**src/rtl/kbd_pkg.sv**
```systemverilog
// Shared types and constants for the PS/2 keyboard MMIO block.
// Receiver state encoding, register offsets and STATUS bit positions.
package kbd_pkg;

  typedef enum logic [1:0] {
    ST_IDLE   = 2'd0,
    ST_DATA   = 2'd1,
    ST_PARITY = 2'd2,
    ST_STOP   = 2'd3
  } rx_state_e;

  localparam logic [31:0] DATA_OFS   = 32'd0;
  localparam logic [31:0] STATUS_OFS = 32'd4;

  localparam int STAT_NE_BIT   = 0;
  localparam int STAT_OVF_BIT  = 1;
  localparam int STAT_PERR_BIT = 2;
  localparam int STAT_CNT_LSB  = 3;
  localparam int STAT_CNT_MSB  = 7;

  // PS/2 uses odd parity over the 8 data bits plus the parity bit.
  function automatic logic odd_parity_ok(input logic [7:0] d, input logic p);
    return ^{d, p};
  endfunction

endpackage

```
**src/rtl/ps2_rx_frame.sv**
```systemverilog
// PS/2 frame receiver: synchronizer, falling-edge detect, 11-bit frame FSM, inactivity timeout.
// Latency: rx_vld pulses one cycle after the stop bit is sampled.
// Backpressure: none; the keyboard cannot be stalled. Parity check under KBD_PARITY_CHECK_EN.
module ps2_rx_frame
  import kbd_pkg::*;
#(
  parameter int TIMEOUT_CYCLES = 50000
) (
  input  logic       clk_50m,
  input  logic       rst_n,
  input  logic       ps2_clk,
  input  logic       ps2_data,
  output logic [7:0] rx_dat,
  output logic       rx_vld,
  output logic       parity_err
);

  localparam int TW = $clog2(TIMEOUT_CYCLES + 1);

  logic [1:0]    clk_sync, dat_sync;
  logic          clk_prev;
  logic          fall, bit_in, timeout;
  rx_state_e     state, state_nxt;
  logic [2:0]    bit_cnt, bit_cnt_nxt;
  logic [7:0]    shift, shift_nxt, dat_nxt;
  logic          par_bit, par_bit_nxt;
  logic [TW-1:0] idle_cnt, idle_cnt_nxt;
  logic          vld_nxt, perr_nxt;

  assign fall    = clk_prev & ~clk_sync[1];
  assign bit_in  = dat_sync[1];
  assign timeout = (state != ST_IDLE) && !fall && (idle_cnt == TW'(TIMEOUT_CYCLES - 1));

  always_ff @(posedge clk_50m or negedge rst_n) begin
    if (!rst_n) begin
      clk_sync   <= 2'b11;
      dat_sync   <= 2'b11;
      clk_prev   <= 1'b1;
      state      <= ST_IDLE;
      bit_cnt    <= '0;
      shift      <= '0;
      par_bit    <= 1'b0;
      idle_cnt   <= '0;
      rx_dat     <= '0;
      rx_vld     <= 1'b0;
      parity_err <= 1'b0;
    end else begin
      clk_sync   <= {clk_sync[0], ps2_clk};
      dat_sync   <= {dat_sync[0], ps2_data};
      clk_prev   <= clk_sync[1];
      state      <= state_nxt;
      bit_cnt    <= bit_cnt_nxt;
      shift      <= shift_nxt;
      par_bit    <= par_bit_nxt;
      idle_cnt   <= idle_cnt_nxt;
      rx_dat     <= dat_nxt;
      rx_vld     <= vld_nxt;
      parity_err <= perr_nxt;
    end
  end

  always_comb begin
    state_nxt    = state;
    bit_cnt_nxt  = bit_cnt;
    shift_nxt    = shift;
    par_bit_nxt  = par_bit;
    dat_nxt      = rx_dat;
    vld_nxt      = 1'b0;
    perr_nxt     = 1'b0;
    idle_cnt_nxt = (state == ST_IDLE || fall) ? '0 : idle_cnt + 1'b1;
    if (timeout) begin
      state_nxt    = ST_IDLE;
      idle_cnt_nxt = '0;
    end else if (fall) begin
      case (state)
        ST_IDLE: begin
          if (!bit_in) begin
            state_nxt   = ST_DATA;
            bit_cnt_nxt = '0;
          end
        end
        ST_DATA: begin
          shift_nxt   = {bit_in, shift[7:1]};
          bit_cnt_nxt = bit_cnt + 1'b1;
          if (bit_cnt == 3'd7) state_nxt = ST_PARITY;
        end
        ST_PARITY: begin
          par_bit_nxt = bit_in;
          state_nxt   = ST_STOP;
        end
        ST_STOP: begin
          state_nxt = ST_IDLE;
          if (bit_in) begin
`ifdef KBD_PARITY_CHECK_EN
            if (odd_parity_ok(shift, par_bit)) begin
              vld_nxt = 1'b1;
              dat_nxt = shift;
            end else begin
              perr_nxt = 1'b1;
            end
`else
            vld_nxt = 1'b1;
            dat_nxt = shift;
`endif
          end
        end
        default: state_nxt = ST_IDLE;
      endcase
    end
  end

endmodule

```
**src/rtl/kbd_ps2_mmio.sv**
```systemverilog
// PS/2 keyboard receiver with byte FIFO behind a DATA/STATUS load-only MMIO window.
// Latency: byte visible and kbd_irq high two cycles after the stop bit is sampled; reads are combinational.
// Backpressure: none; bytes arriving at a full FIFO are dropped and flagged (parity check under KBD_PARITY_CHECK_EN).
module kbd_ps2_mmio
  import kbd_pkg::*;
#(
  parameter logic [31:0] BASE_ADDR      = 32'h0000_FF00,
  parameter int          FIFO_DEPTH     = 8,
  parameter int          TIMEOUT_CYCLES = 50000
) (
  input  logic        clk_50m,
  input  logic        rst_n,
  input  logic        ps2_clk,
  input  logic        ps2_data,
  input  logic        MemRead,
  input  logic [31:0] dataAddr,
  output logic [31:0] readData,
  output logic        kbd_irq
);

  localparam int AW = $clog2(FIFO_DEPTH);
  localparam int CW = AW + 1;

  logic [7:0]    rx_dat;
  logic          rx_vld, rx_perr;
  logic [7:0]    mem [FIFO_DEPTH];
  logic [AW-1:0] wptr, rptr;
  logic [CW-1:0] count, count_nxt;
  logic          ovf, perr_sticky;
  logic          hit_data, hit_status, not_empty, full;
  logic          pop, do_write, ovf_evt;

  ps2_rx_frame #(.TIMEOUT_CYCLES(TIMEOUT_CYCLES)) u_rx (
    .clk_50m    (clk_50m),
    .rst_n      (rst_n),
    .ps2_clk    (ps2_clk),
    .ps2_data   (ps2_data),
    .rx_dat     (rx_dat),
    .rx_vld     (rx_vld),
    .parity_err (rx_perr)
  );

  assign hit_data   = MemRead && (dataAddr == BASE_ADDR + DATA_OFS);
  assign hit_status = MemRead && (dataAddr == BASE_ADDR + STATUS_OFS);
  assign not_empty  = (count != '0);
  assign full       = (count == CW'(FIFO_DEPTH));
  assign pop        = hit_data && not_empty;
  // A pop in the same cycle frees the slot, so a full FIFO still accepts the byte.
  assign do_write   = rx_vld && (!full || pop);
  assign ovf_evt    = rx_vld && full && !pop;
  assign count_nxt  = count + CW'(do_write) - CW'(pop);

  always_comb begin
    readData = '0;
    if (pop) begin
      readData[7:0] = mem[rptr];
    end else if (hit_status) begin
      readData[STAT_NE_BIT]                = not_empty;
      readData[STAT_OVF_BIT]               = ovf;
      readData[STAT_PERR_BIT]              = perr_sticky;
      readData[STAT_CNT_MSB:STAT_CNT_LSB]  = 5'(count);
    end
  end

  always_ff @(posedge clk_50m) begin
    if (do_write) mem[wptr] <= rx_dat;
  end

  always_ff @(posedge clk_50m or negedge rst_n) begin
    if (!rst_n) begin
      wptr        <= '0;
      rptr        <= '0;
      count       <= '0;
      ovf         <= 1'b0;
      perr_sticky <= 1'b0;
      kbd_irq     <= 1'b0;
    end else begin
      if (do_write) wptr <= wptr + 1'b1;
      if (pop)      rptr <= rptr + 1'b1;
      count   <= count_nxt;
      kbd_irq <= (count_nxt != '0);
      // A fresh error event wins over the clear-on-read of STATUS.
      if (ovf_evt)         ovf <= 1'b1;
      else if (hit_status) ovf <= 1'b0;
      if (rx_perr)         perr_sticky <= 1'b1;
      else if (hit_status) perr_sticky <= 1'b0;
    end
  end

endmodule

```
**config.mk**
```make
export PLATFORM = sky130hd
export DESIGN_NAME = kbd_ps2_mmio
export DESIGN_NICKNAME = d
export VERILOG_FILES = /design/src/rtl/kbd_pkg.sv /design/src/rtl/ps2_rx_frame.sv /design/src/rtl/kbd_ps2_mmio.sv
export SDC_FILE = /design/constraint.sdc
export NUM_CORES = 1
export LEC_CHECK = 0
export BUFFER_PORTS_ARGS = -buffer_cell sky130_fd_sc_hd__buf_4
export CORE_MARGIN = 2
export CORE_UTILIZATION = 52
export CTS_CLUSTER_SIZE = 16
export DETAILED_ROUTE_END_ITERATION = 6
export PLACE_DENSITY = 0.76
export SETUP_SLACK_MARGIN = 0.05
export SLEW_MARGIN = 20
export SYNTH_ARGS = -nofsm -noshare
export SYNTH_HDL_FRONTEND = slang
export SYNTH_SLANG_ARGS = --single-unit
```
**constraint.sdc**
```tcl
create_clock -name clk_50m -period 3.1 [get_ports clk_50m]
set_input_delay 0.465 -clock clk_50m [delete_from_list [all_inputs] [get_ports clk_50m]]
set_output_delay 0.465 -clock clk_50m [all_outputs]
set_load 0.01 [all_outputs]
```
==> results of run 1 <==
## cell type report
| class | instances | area (um^2) |
|---|---|---|
| Clock inverter | 15 | 141 |
| Inverter | 15 | 56.3 |
| Sequential cell | 119 | 3300 |
| Timing Repair Buffer | 56 | 433 |
| Clock buffer | 17 | 414 |
| Fill cell | 766 | 3770 |
| Multi-Input combinational cell | 235 | 1940 |
| Tap cell | 136 | 170 |
## state kept, by name (all words and copies together), names as in the netlist
signal and cells:
u_rx.clk_prev 1, rptr 3, u_rx.rx_dat 8, u_rx.state 2
u_rx.bit_cnt 3, count 4, kbd_irq 1, u_rx.rx_vld 1
u_rx.shift 8, u_rx.dat_sync 2, ovf 1, mem 64
u_rx.clk_sync 2, u_rx.idle_cnt 16, wptr 3
## cell usage in the layout (no fill, tap or decap), types with 15 or more instances in the layout
| cell type | netlist | layout |
|---|---|---|
| sky130_fd_sc_hd__mux2_2 | 17 | 17 |
| sky130_fd_sc_hd__inv_1 | 15 | 15 |
| sky130_fd_sc_hd__nor2_1 | 23 | 23 |
| sky130_fd_sc_hd__mux4_2 | 16 | 16 |
| sky130_fd_sc_hd__conb_1 | 1 | 24 |
| sky130_fd_sc_hd__dfrtp_1 | 50 | 50 |
| sky130_fd_sc_hd__buf_4 | 24 | 55 |
| sky130_fd_sc_hd__nand2_1 | 16 | 16 |
| sky130_fd_sc_hd__clkbuf_16 | 0 | 16 |
| sky130_fd_sc_hd__edfxtp_1 | 64 | 64 |
## worst max path at each step
stage	from	to
floorplan	dataAddr[1]	mem[4][0]
global placement	dataAddr[1]	kbd_irq
detailed placement	dataAddr[25]	kbd_irq
CTS	rptr[1]	readData[0]
global route	count[2]	kbd_irq
finish	rptr[1]	readData[0]
## cells by family (layout without fill, tap and decap cells)
| logic type | after synthesis | count (layout) | share of synthesized area (%) |
|---|---|---|---|
| flip-flops | 119 | 119 | 61.0 |
| multiplexers | 43 | 43 | 12.0 |
| AND/OR/NAND/NOR | 97 | 97 | 10.1 |
| adder cells (fa/ha/maj) | 15 | 15 | 3.60 |
| other | 1 | 24 | 0.0692 |
| XOR/XNOR | 16 | 16 | 2.59 |
| buffers and inverters | 51 | 103 | 5.38 |
| AO/OA/AOI/OAI | 40 | 40 | 5.27 |
## where the power goes
part | switching (mW) | internal, mW
Sequential | 0.220 | 1.91
Combinational | 0.350 | 0.297
Clock | 0.722 | 1.08
## metrics by stage
step	worst slack, ns	utilization, %	instance area, um^2	power, mW	hold WS (ns)
after floorplan	-0.147	-	5500	2.58	0.169
after global placement	0.183	57.7	5900	2.74	0.347
after detailed placement	0.0908	57.7	5900	2.80	0.348
after CTS	0.214	63.1	6460	4.62	0.0132
after global routing	0.0887	63.1	6460	4.81	0.0206
final	0.237	63.1	6460	4.57	-0.0104
## routing by layer
metal | share of wire [%] | vias up | global-route usage, %
met1 | 40 | 1642 | 23.0
met4 | 2.7 | 0 | 9.59
met2 | 51 | 134 | 32.9
met3 | 6.6 | 25 | 5.82
li1 | - | 1525 | -
met5 | 0 | - | 0
==> results summary, run 1 <==
The run finished, with violations left. The checks that failed: negative hold slack. The total negative setup slack came out at 0 ns. The measured slew at the worst slew-check pin came out at 0.774 ns.

The area fraction of the dominant cell type after synthesis came out at 35.5%. The setup check on the worst reg-to-reg path leaves a slack of 0.24 ns. The path class of the lowest-slack min-delay path is input port to async pin. Across the routed clock network, the largest skew measured is 0.00718 ns. After synthesis the netlist holds a flip-flop and latch count of 119. The synthesized area divided by synthesized cell count is 14.2 um^2. The worst relative slew slack is 48.4%. The total global routing overflow came out at 0. The net count reported at finish came out at 496.

Timing would allow up to 349 MHz. On the critical path, the stage with the largest delay is an instance of sky130_fd_sc_hd__dfrtp_1. The largest stage delay on the critical path came out at 0.84 ns. The mapped cell area is 0.00542 mm^2. The count of flip-flops with a built-in enable after synthesis came out at 64. The maximum number of pins on one net before global-route repair came out at 56. The total stage count of the critical path came out at 5. The number of rows in the core area is 37. The cell at the root of the clock tree is sky130_fd_sc_hd__clkbuf_8. The count of unique library cells instantiated by Yosys is 53. The antenna diode count came out at 0. The number of vias per cell came out at 5.61. The number of global-route vias before repair was 3,385.

The worst register-to-register path ends at kbd_irq. Setup repair after global routing left no endpoint under its margin. The horizontal die dimension is 106 um. The commonest cells after synthesis are sky130_fd_sc_hd__edfxtp_1 (64), sky130_fd_sc_hd__dfrtp_1 (50), sky130_fd_sc_hd__buf_4 (24), sky130_fd_sc_hd__nor2_1 (23), sky130_fd_sc_hd__mux2_2 (17).

Dividing the detail-routed wire length by the instance count gives 17.4 um. The number of instances in the synthesized netlist came out at 382. The initial antenna violation count was 0. The area of the core came out at 0.0102 mm^2. Global routing used 19.6% of the available tracks across all layers. Detailed placement finished with a half-perimeter wire length of 6.68 mm. From synthesis to final layout, the design area changed by 19.2%. The count of instances resized after the clock tree is built is 0. For this run, the number of standard cells in the final layout without fillers is 593. In this run the critical register-to-register path is launched from count[2]. The number of buffers on the longest clock path is 2. The proportion of synthesized chip area in sequential cells is 61.0%. By instance count, the leading cell after synthesis is sky130_fd_sc_hd__edfxtp_1. Of all nets on the critical path, the largest fanout is 18. The effective utilization at floorplan came out at 53.0%. The number of pins exceeding their max-slew limit in the final report is 0.

The combined buffer and inverter count along the critical path came out at 1. The number of setup buffers added after CTS is 0. The number of detailed-route iterations in the first pass is 5.

The count of nets left with antenna violations after detail routing is 0. The share of post-route cells with drive strength above 1 is 30.0%. The path depth of the worst reg2reg path is 11. The period utilization is 92.4%. The sink count of the clock tree is 119. After synthesis, the cell types taking the most area are sky130_fd_sc_hd__edfxtp_1 (35%), sky130_fd_sc_hd__dfrtp_1 (23%), sky130_fd_sc_hd__mux4_2 (6.7%). The die covers 0.0113 mm^2. The final critical path time including I/O delays and setup came out at 2.86 ns. The critical path is of the flop to output pin type. The worst hold margin came out at -0.0104 ns.

The number of hold buffers added after CTS is 0. The number of cells after detailed placement is 561. The peak supply drop is 0.363 mV.

The number of max-cap violations is 0. The congestion estimate from routability-driven global placement came to 0.821. Power spread over the standard cell area amounts to 708 mW/mm^2.

The kind of end point of the critical path is an output pin. Among all flip-flop cells after synthesis, the most frequent one is sky130_fd_sc_hd__edfxtp_1. The family with the most delay on the worst path is flip-flops.

The overall die height is 106 um. Pin placement for this block handled 70 I/O pins. STA classifies the critical path startpoint as a flop. The clock slew at the register clock pins of the worst setup and hold paths came out at 0.06 ns. After detailed routing, the number of remaining DRC violations is 0. During synthesis, Yosys emitted a total of 0 warnings. The total wire length is 10.3 mm. The first global-routing pass estimated 16.5 mm of wire. The count of buffers from port buffering is 45. The total CTS buffers came out at 17.

The clock latency of the later-clocked register in the worst-skew pair is 0.51 ns. The signal on the critical path passes through mux4_2, nor2b_1, a211oi_1, nor3_1, buf_4. The DRC violation total after the first TritonRoute iteration came out at 220. The count of endpoints failing hold in the final timing report is 6. The count of endpoints failing setup in the final report came out at 0. TritonCTS built the clock tree. The required time of the critical path is 2.63 ns. For this design the static power due to leakage is 2.55 nW. The total vias in the final route came out at 3,326. The number of levels in the clock H-tree came out at 4. Summed over all instances, the cell type with the most area after synthesis is sky130_fd_sc_hd__edfxtp_1. The share of synthesized registers carrying an async set or reset is 46.2%. For the worst setup path, the data arrival time is 2.40 ns.
(Power assumes the default switching activity.)
==> run 2: changes to the inputs <==
REMOVE_ABC_BUFFERS = 1   (was default)
==> results summary, run 2 (synthesized netlist as in run 1, its figures left out) <==
The count of instances resized after the clock tree is built came out at 0 (unchanged). The count of endpoints failing setup in the final report came out at 0 (unchanged). Counting flops per register, the top entry is mem. The DRC violation total after the first TritonRoute iteration came out at 218 (-0.91%). The TritonCTS clock tree is built. The filler cell count is 747 (-2.5%). The final critical path time including I/O delays and setup came out at 2.87 ns (+0.00180 ns). In this run the critical register-to-register path is launched from count[2].

The horizontal die dimension is 106 um (unchanged). The achievable frequency is 349 MHz (about the same). The count of endpoints failing hold in the final timing report is 3 (-3). The antenna diode count came to 0 (unchanged).

The total vias in the final route came out at 3,287 (-1.2%). The met2 layer usage reported by global route came to 32.7% (-0.18 points). The remaining design rule violation count was 0 (unchanged). The sink count of the clock tree is 119 (unchanged).

The net count reported at finish is 497 (+0.20%). The clock slew at the register clock pins of the worst setup and hold paths came to 0.06 ns (about the same). Relative to the synthesized area, the layout overhead comes to 20.0%. The peak supply drop came out at 0.382 mV (+5.4%). The number of vias per cell is 5.53 (-1.3%). The data arrival time of the critical path was 2.40 ns (about the same). The checks that failed: negative hold slack. The total global routing overflow came out at 0 (unchanged).

The effective utilization at floorplan came out at 53.0% (unchanged). The number of flip-flops in the largest register is 64 (unchanged). The internal power is 3.38 mW (+3.1%).

The last weighted congestion value of the routability-driven placer was 0.809 (-1.4%). The period utilization came out at 92.4% (about the same). The number of pins exceeding their max-slew limit in the final report came out at 0 (unchanged).

The share of post-route cells with drive strength above 1 is 30.3% (+0.37 points). The I/O pin total came out at 70 (unchanged). The number of hold buffers added after CTS came out at 0 (unchanged). The total wire length is 10.0 mm (-3.1%). The number of detailed-route iterations in the first pass came out at 5 (unchanged).

The worst relative slew slack came out at 47.6% (-0.77 points). The reported leakage power came out at 2.57 nW (+0.88%). The initial antenna violation count came out at 0 (unchanged).

The die footprint came to 0.0113 mm^2 (unchanged). The number of levels in the clock H-tree came out at 4 (unchanged). The overall die height came out at 106 um (unchanged).

In the layout the commonest cells are sky130_fd_sc_hd__edfxtp_1 (64), sky130_fd_sc_hd__buf_4 (57), sky130_fd_sc_hd__dfrtp_1 (50). The global routing met1 resource utilization is 22.8% (-0.21 points). The number of rows in the core area came to 37 (unchanged). The required time of the critical path came to 2.63 ns (about the same). The number of buffers on the longest clock path is 2 (unchanged). The slack of the worst reg-to-reg path came out at 0.27 ns (+0.03 ns). Leaving out fill and tap cells, the most frequent cell in the layout is sky130_fd_sc_hd__edfxtp_1. The flow ran to the end, but the final reports show violations.

The path depth of the worst reg2reg path was 11 (unchanged). The area of all sequential standard cells came out at 0.00330 mm^2 (unchanged). The total CTS buffers was 17 (unchanged). The worst-case clock skew came to 0.0164 ns (+0.00922 ns). The proportion of total power due to net switching came out at 28.3% (about the same). The number of global-route vias before repair came out at 3,301 (-2.5%).

The share of power burned in the clock network came to 41.1% (+1.7 points). The largest registers in the layout are mem x64, u_rx.idle_cnt x16. The worst hold margin came out at -0.0107 ns (-0.000276 ns). The count of buffers from port buffering was 45 (unchanged). In this run the most used layer during global routing was met2. The total power draw is 4.71 mW (+3.1%). The register share of total power was 45.0% (-1.5 points). By startpoint and endpoint, the worst setup path is classified as flop to output pin. The worst register-to-register path ends at kbd_irq.

The measured slew at the worst slew-check pin is 0.786 ns (+0.0115 ns). The power share of the combinational group is 14.0% (about the same). The clock latency of the later-clocked register in the worst-skew pair is 0.52 ns (about the same).

STA classifies the critical path startpoint as a flop. Setup repair after global routing left no endpoint under its margin. The post-CTS setup buffer count is 0 (unchanged).

The end-of-flow core utilization is 63.5% (+0.40 points). The met3 usage is 5.15% (-0.67 points). The estimated wirelength of the detail-placed design is 6.56 mm (-1.9%).

The power per cell area came to 725 mW/mm^2 (+2.4%). The worst setup path is captured at an output pin. The path class of the lowest-slack min-delay path is input port to async pin.

The count of nets left with antenna violations after detail routing is 0 (unchanged). The global-route wire length before repair was 16.3 mm (-1.5%). The cell at the root of the clock tree is sky130_fd_sc_hd__clkbuf_8. The all-layer global routing usage came out at 19.4% (-0.20 points). The net switching power figure came out at 1.33 mW (+3.1%). The multi-input logic area is 0.00194 mm^2 (+0.26%). The average routed wire per standard cell came to 16.8 um (-3.3%).

The maximum number of pins on one net before global-route repair is 56 (unchanged). The worst-path maximum fanout is 18 (unchanged). The area of the core is 0.0102 mm^2 (unchanged).

The number of max-cap violations is 0 (unchanged).
[run 2: cell count changes in the layout (fill, tap and decap cells not counted), sizes merged]
cell      previous run  this run
clkinvlp             2         1
bufinv               1         2
inv                 22        24
clkinv               5         3
buf                 56        57
[run 2: layer usage]
layer | wire, um | vias to the layer above
met2 | 5130 | 105
met5 | 0 | -
li1 | - | 1531
met3 | 629 | 25
met4 | 243 | 0
met1 | 3990 | 1626
[run 2: worst max path at each step]
stage,start,end,slack (ns)
finish,rptr[1],readData[0],0.23
global route,count[2],kbd_irq,0.10
CTS,count[2],kbd_irq,0.12
detailed placement,dataAddr[1],kbd_irq,0.08
global placement,dataAddr[1],kbd_irq,0.15
floorplan,dataAddr[1],mem[4][0],-0.35
[run 2: critical path, stage by stage (launching register included)]
cell and delay [ns]:
sky130_fd_sc_hd__dfrtp_1 0.85, sky130_fd_sc_hd__mux4_2 0.41, sky130_fd_sc_hd__nor2b_1 0.14, sky130_fd_sc_hd__a211oi_1 0.24, sky130_fd_sc_hd__nor3_1 0.08, sky130_fd_sc_hd__buf_4 0.15
[run 2: cell type report]
cell class / instances / share of cell area (%)
clock buffers: 17 / 6.37
clock inverters: 15 / 2.81
inverters: 15 / 0.866
multi-input cells: 235 / 29.9
flip-flops and latches: 119 / 50.8
well taps: 136 / 2.62
repair buffers: 57 / 6.58
[run 2: through the flow]
stage          TNS (ns)  area, um^2  instances  worst slack (ns)  hold slack [ns]
3_5_place_dp          0        5900        562            0.0818            0.348
3_3_place_gp          0        5900        562             0.154            0.346
4_1_cts               0        6490        594             0.125          0.00620
2_1_floorplan    -11.24        5270        369            -0.351            0.169
5_1_grt               0        6500        594             0.103           0.0360
6_report              0        6500        594             0.235          -0.0107
[run 2: power groups by stage]
stage                     clock network [mW]  registers [mW]  logic (mW)
after floorplan                            0            2.07       0.464
after CTS                               1.98            2.12       0.664
after detailed placement                   0            2.14       0.650
after global placement                     0            2.12       0.614
after global routing                    2.05            2.16       0.743
final                                   1.94            2.12       0.658
==> run 3: changes to the inputs <==
CORE_ASPECT_RATIO = 0.7   (was default)
==> results summary, run 3 (synthesized netlist as in run 1, its figures left out) <==
The power share of the combinational group came to 14.4% (+0.4 points). The flow ran to the end, and the final reports show no timing, DRC or antenna violations. The maximum number of pins on one net before global-route repair came out at 56 (unchanged). The I/O pin total is 70 (unchanged). The number of detailed-route iterations in the first pass is 4 (-1). The reported leakage power is 2.55 nW (-0.90%). The total vias in the final route was 3,257 (-0.91%). The worst relative slew slack came out at 46.0% (-1.6 points). The top cell types in the final layout, fill and taps aside, are sky130_fd_sc_hd__edfxtp_1 (64), sky130_fd_sc_hd__buf_4 (60), sky130_fd_sc_hd__dfrtp_1 (50).

The average routed wire per standard cell was 17.6 um (+4.3%). The data arrival time of the critical path is 3.13 ns (+0.73 ns). The final critical path time including I/O delays and setup is 2.85 ns (-0.0151 ns).

The effective utilization at floorplan was 52.9% (about the same). The number of levels in the clock H-tree is 4 (unchanged). The worst hold path belongs to the class input port to async pin. The peak supply drop is 0.440 mV (+15%).

The worst setup path is captured at a flop. The length of routed met2 wiring is 5.04 mm (-1.8%). The remaining design rule violation count came to 0 (unchanged). The share of power burned in the clock network is 38.4% (-2.7 points). The net count reported at finish was 500 (+0.60%). The worst setup slack after layout was 0.250 ns (+0.0151 ns). The number of cells after detailed placement came out at 561 (-0.18%). The met3 layer wire length in the routed design was 762 um (+21%). STA classifies the critical path startpoint as a flop. The slack of the worst reg-to-reg path was 0.25 ns (-0.02 ns). The DRC violation total after the first TritonRoute iteration is 200 (-8.3%). The overall die height came out at 89.4 um (-16%).

The period utilization is 91.9% (-0.49 points). Signal routing reaches up to met4. The number of hold buffers added after CTS was 0 (unchanged).

The total power draw is 4.50 mW (-4.5%). The internal power was 3.32 mW (-1.9%). The worst-case clock skew came to 0.00756 ns (-0.00884 ns). The total routed wire length on the met1 layer came out at 4.52 mm (+13%). The count of endpoints failing setup in the final report is 0 (unchanged). The area growth from synthesis to layout is 18.8%. The measured slew at the worst slew-check pin was 0.810 ns (+0.0243 ns). The critical path in this run is classified as flop to flop.

The tree is rooted in a sky130_fd_sc_hd__clkbuf_16. The count of endpoints failing hold in the final timing report is 0 (-3). The count of buffers from port buffering is 45 (unchanged).

The worst-path maximum fanout came out at 4 (-14). The antenna diode count came to 0 (unchanged). The estimated wirelength of the detail-placed design was 7.04 mm (+7.3%). The number of rows in the core area came out at 31 (-16%). The number of pins exceeding their max-slew limit in the final report came to 0 (unchanged).

The clock slew at the register clock pins of the worst setup and hold paths is 0.05 ns (about the same). The post-CTS setup buffer count was 0 (unchanged). The global-route wire length before repair was 16.5 mm (+1.7%). The clock latency of the later-clocked register in the worst-skew pair is 0.41 ns (-0.11 ns). The required time of the critical path is 3.38 ns (+0.75 ns). The library cell used most frequently in the layout, excluding fill and tap cells, is sky130_fd_sc_hd__edfxtp_1. The initial antenna violation count is 0 (unchanged). The area of the core is 0.0102 mm^2 (about the same). The number of global-route vias before repair was 3,147 (-4.7%). The all-layer global routing usage was 19.9% (+0.54 points). The number of buffers on the longest clock path came out at 2 (unchanged). The worst setup slack before clock tree synthesis is 0.0871 ns (+0.00536 ns).

The total global routing overflow is 0 (unchanged). Setup repair after global routing left no endpoint under its margin. The launch point of the worst reg-to-reg path is count[2]. The power per cell area was 699 mW/mm^2 (-3.6%). The total CTS buffers came out at 17 (unchanged).

The proportion of total power due to net switching was 26.3% (-2.0 points). The register share of total power came to 47.2% (+2.2 points). The path depth of the worst reg2reg path is 11 (unchanged). Counting flops per register, the top entry is mem. The number of vias per cell is 5.49 (-0.75%). The count of instances resized after the clock tree is built came out at 0 (unchanged). The non-filler instance count after layout came out at 593 (-0.17%). The count of nets left with antenna violations after detail routing came out at 0 (unchanged).

The sink count of the clock tree came out at 119 (unchanged). The net switching power figure is 1.18 mW (-11%). The endpoint identified for the worst register-to-register timing path is kbd_irq. The largest registers in the layout are mem x64, u_rx.idle_cnt x16. The total wire length came out at 10.4 mm (+4.1%).

The achievable frequency is 351 MHz (+0.53%). The end-of-flow core utilization was 62.9% (-0.67 points). The number of flip-flops in the largest register came out at 64 (unchanged).

The horizontal die dimension is 126 um (+19%). The last weighted congestion value of the routability-driven placer is 0.845 (+4.4%). The number of max-cap violations came out at 0 (unchanged). The die footprint is 0.0113 mm^2 (+0.12%). The TritonCTS clock tree is built. The share of post-route cells with drive strength above 1 came out at 28.4% (-1.9 points).
run 3: changes by cell type in the layout (fill, tap and decap cells not counted), sizes merged:
cell      delta
buf          +3
clkinvlp     -1
clkbuf      +10
inv          -9
clkinv       +1
bufinv       -1
run 3: worst max-delay path, cell delays in order, from the launching register on:
cell and delay [ns]:
sky130_fd_sc_hd__dfrtp_1 0.35, sky130_fd_sc_hd__inv_1 0.11, sky130_fd_sc_hd__ha_1 0.16, sky130_fd_sc_hd__nor3b_1 0.35, sky130_fd_sc_hd__nor2_1 0.12, sky130_fd_sc_hd__nand3_1 0.15, sky130_fd_sc_hd__mux2i_1 0.21, sky130_fd_sc_hd__ha_1 0.19
sky130_fd_sc_hd__inv_1 0.05, sky130_fd_sc_hd__fa_1 0.48, sky130_fd_sc_hd__inv_1 0.05, sky130_fd_sc_hd__or4_1 0.51
run 3: how the worst max path moves through the flow:
stage                            from     endpoint  slack (ns)
after detailed placement  dataAddr[1]      kbd_irq        0.09
after global routing         count[2]      kbd_irq        0.08
after floorplan           dataAddr[1]    mem[4][0]       -0.35
after global placement    dataAddr[1]      kbd_irq        0.20
after CTS                     rptr[0]  readData[5]        0.15
final                        count[2]      kbd_irq        0.25
run 3: layout make-up:
class	instances	area [um^2]
clock buffer	27	473
sequential	119	3300
timing repair buffer	60	450
tap	132	165
multi-input combinational	235	1940
fill	747	3800
inverter	15	56.3
clock inverter	5	48.8
run 3: power by group through the flow:
stage,clock network [mW],registers (mW),logic (mW)
finish,1.73,2.12,0.647
global route,1.83,2.16,0.740
CTS,1.76,2.12,0.651
detailed placement,0,2.15,0.645
global placement,0,2.13,0.615
floorplan,0,2.07,0.464
run 3: routing by layer:
| metal | GRT usage (%) | vias to the layer above |
|---|---|---|
| li1 | - | 1537 |
| met1 | 26.3 | 1605 |
| met2 | 31.3 | 106 |
| met3 | 6.34 | 9 |
| met4 | 7.79 | 0 |
| met5 | 0 | - |
run 3: through the flow:
stage	setup TNS, ns	area (um^2)	hold WS (ns)
after detailed placement	0	5910	0.347
after floorplan	-11.24	5270	0.169
after global placement	0	5910	0.346
final	0	6440	0.0959
after CTS	0	6440	0.145
after global routing	0	6440	0.145
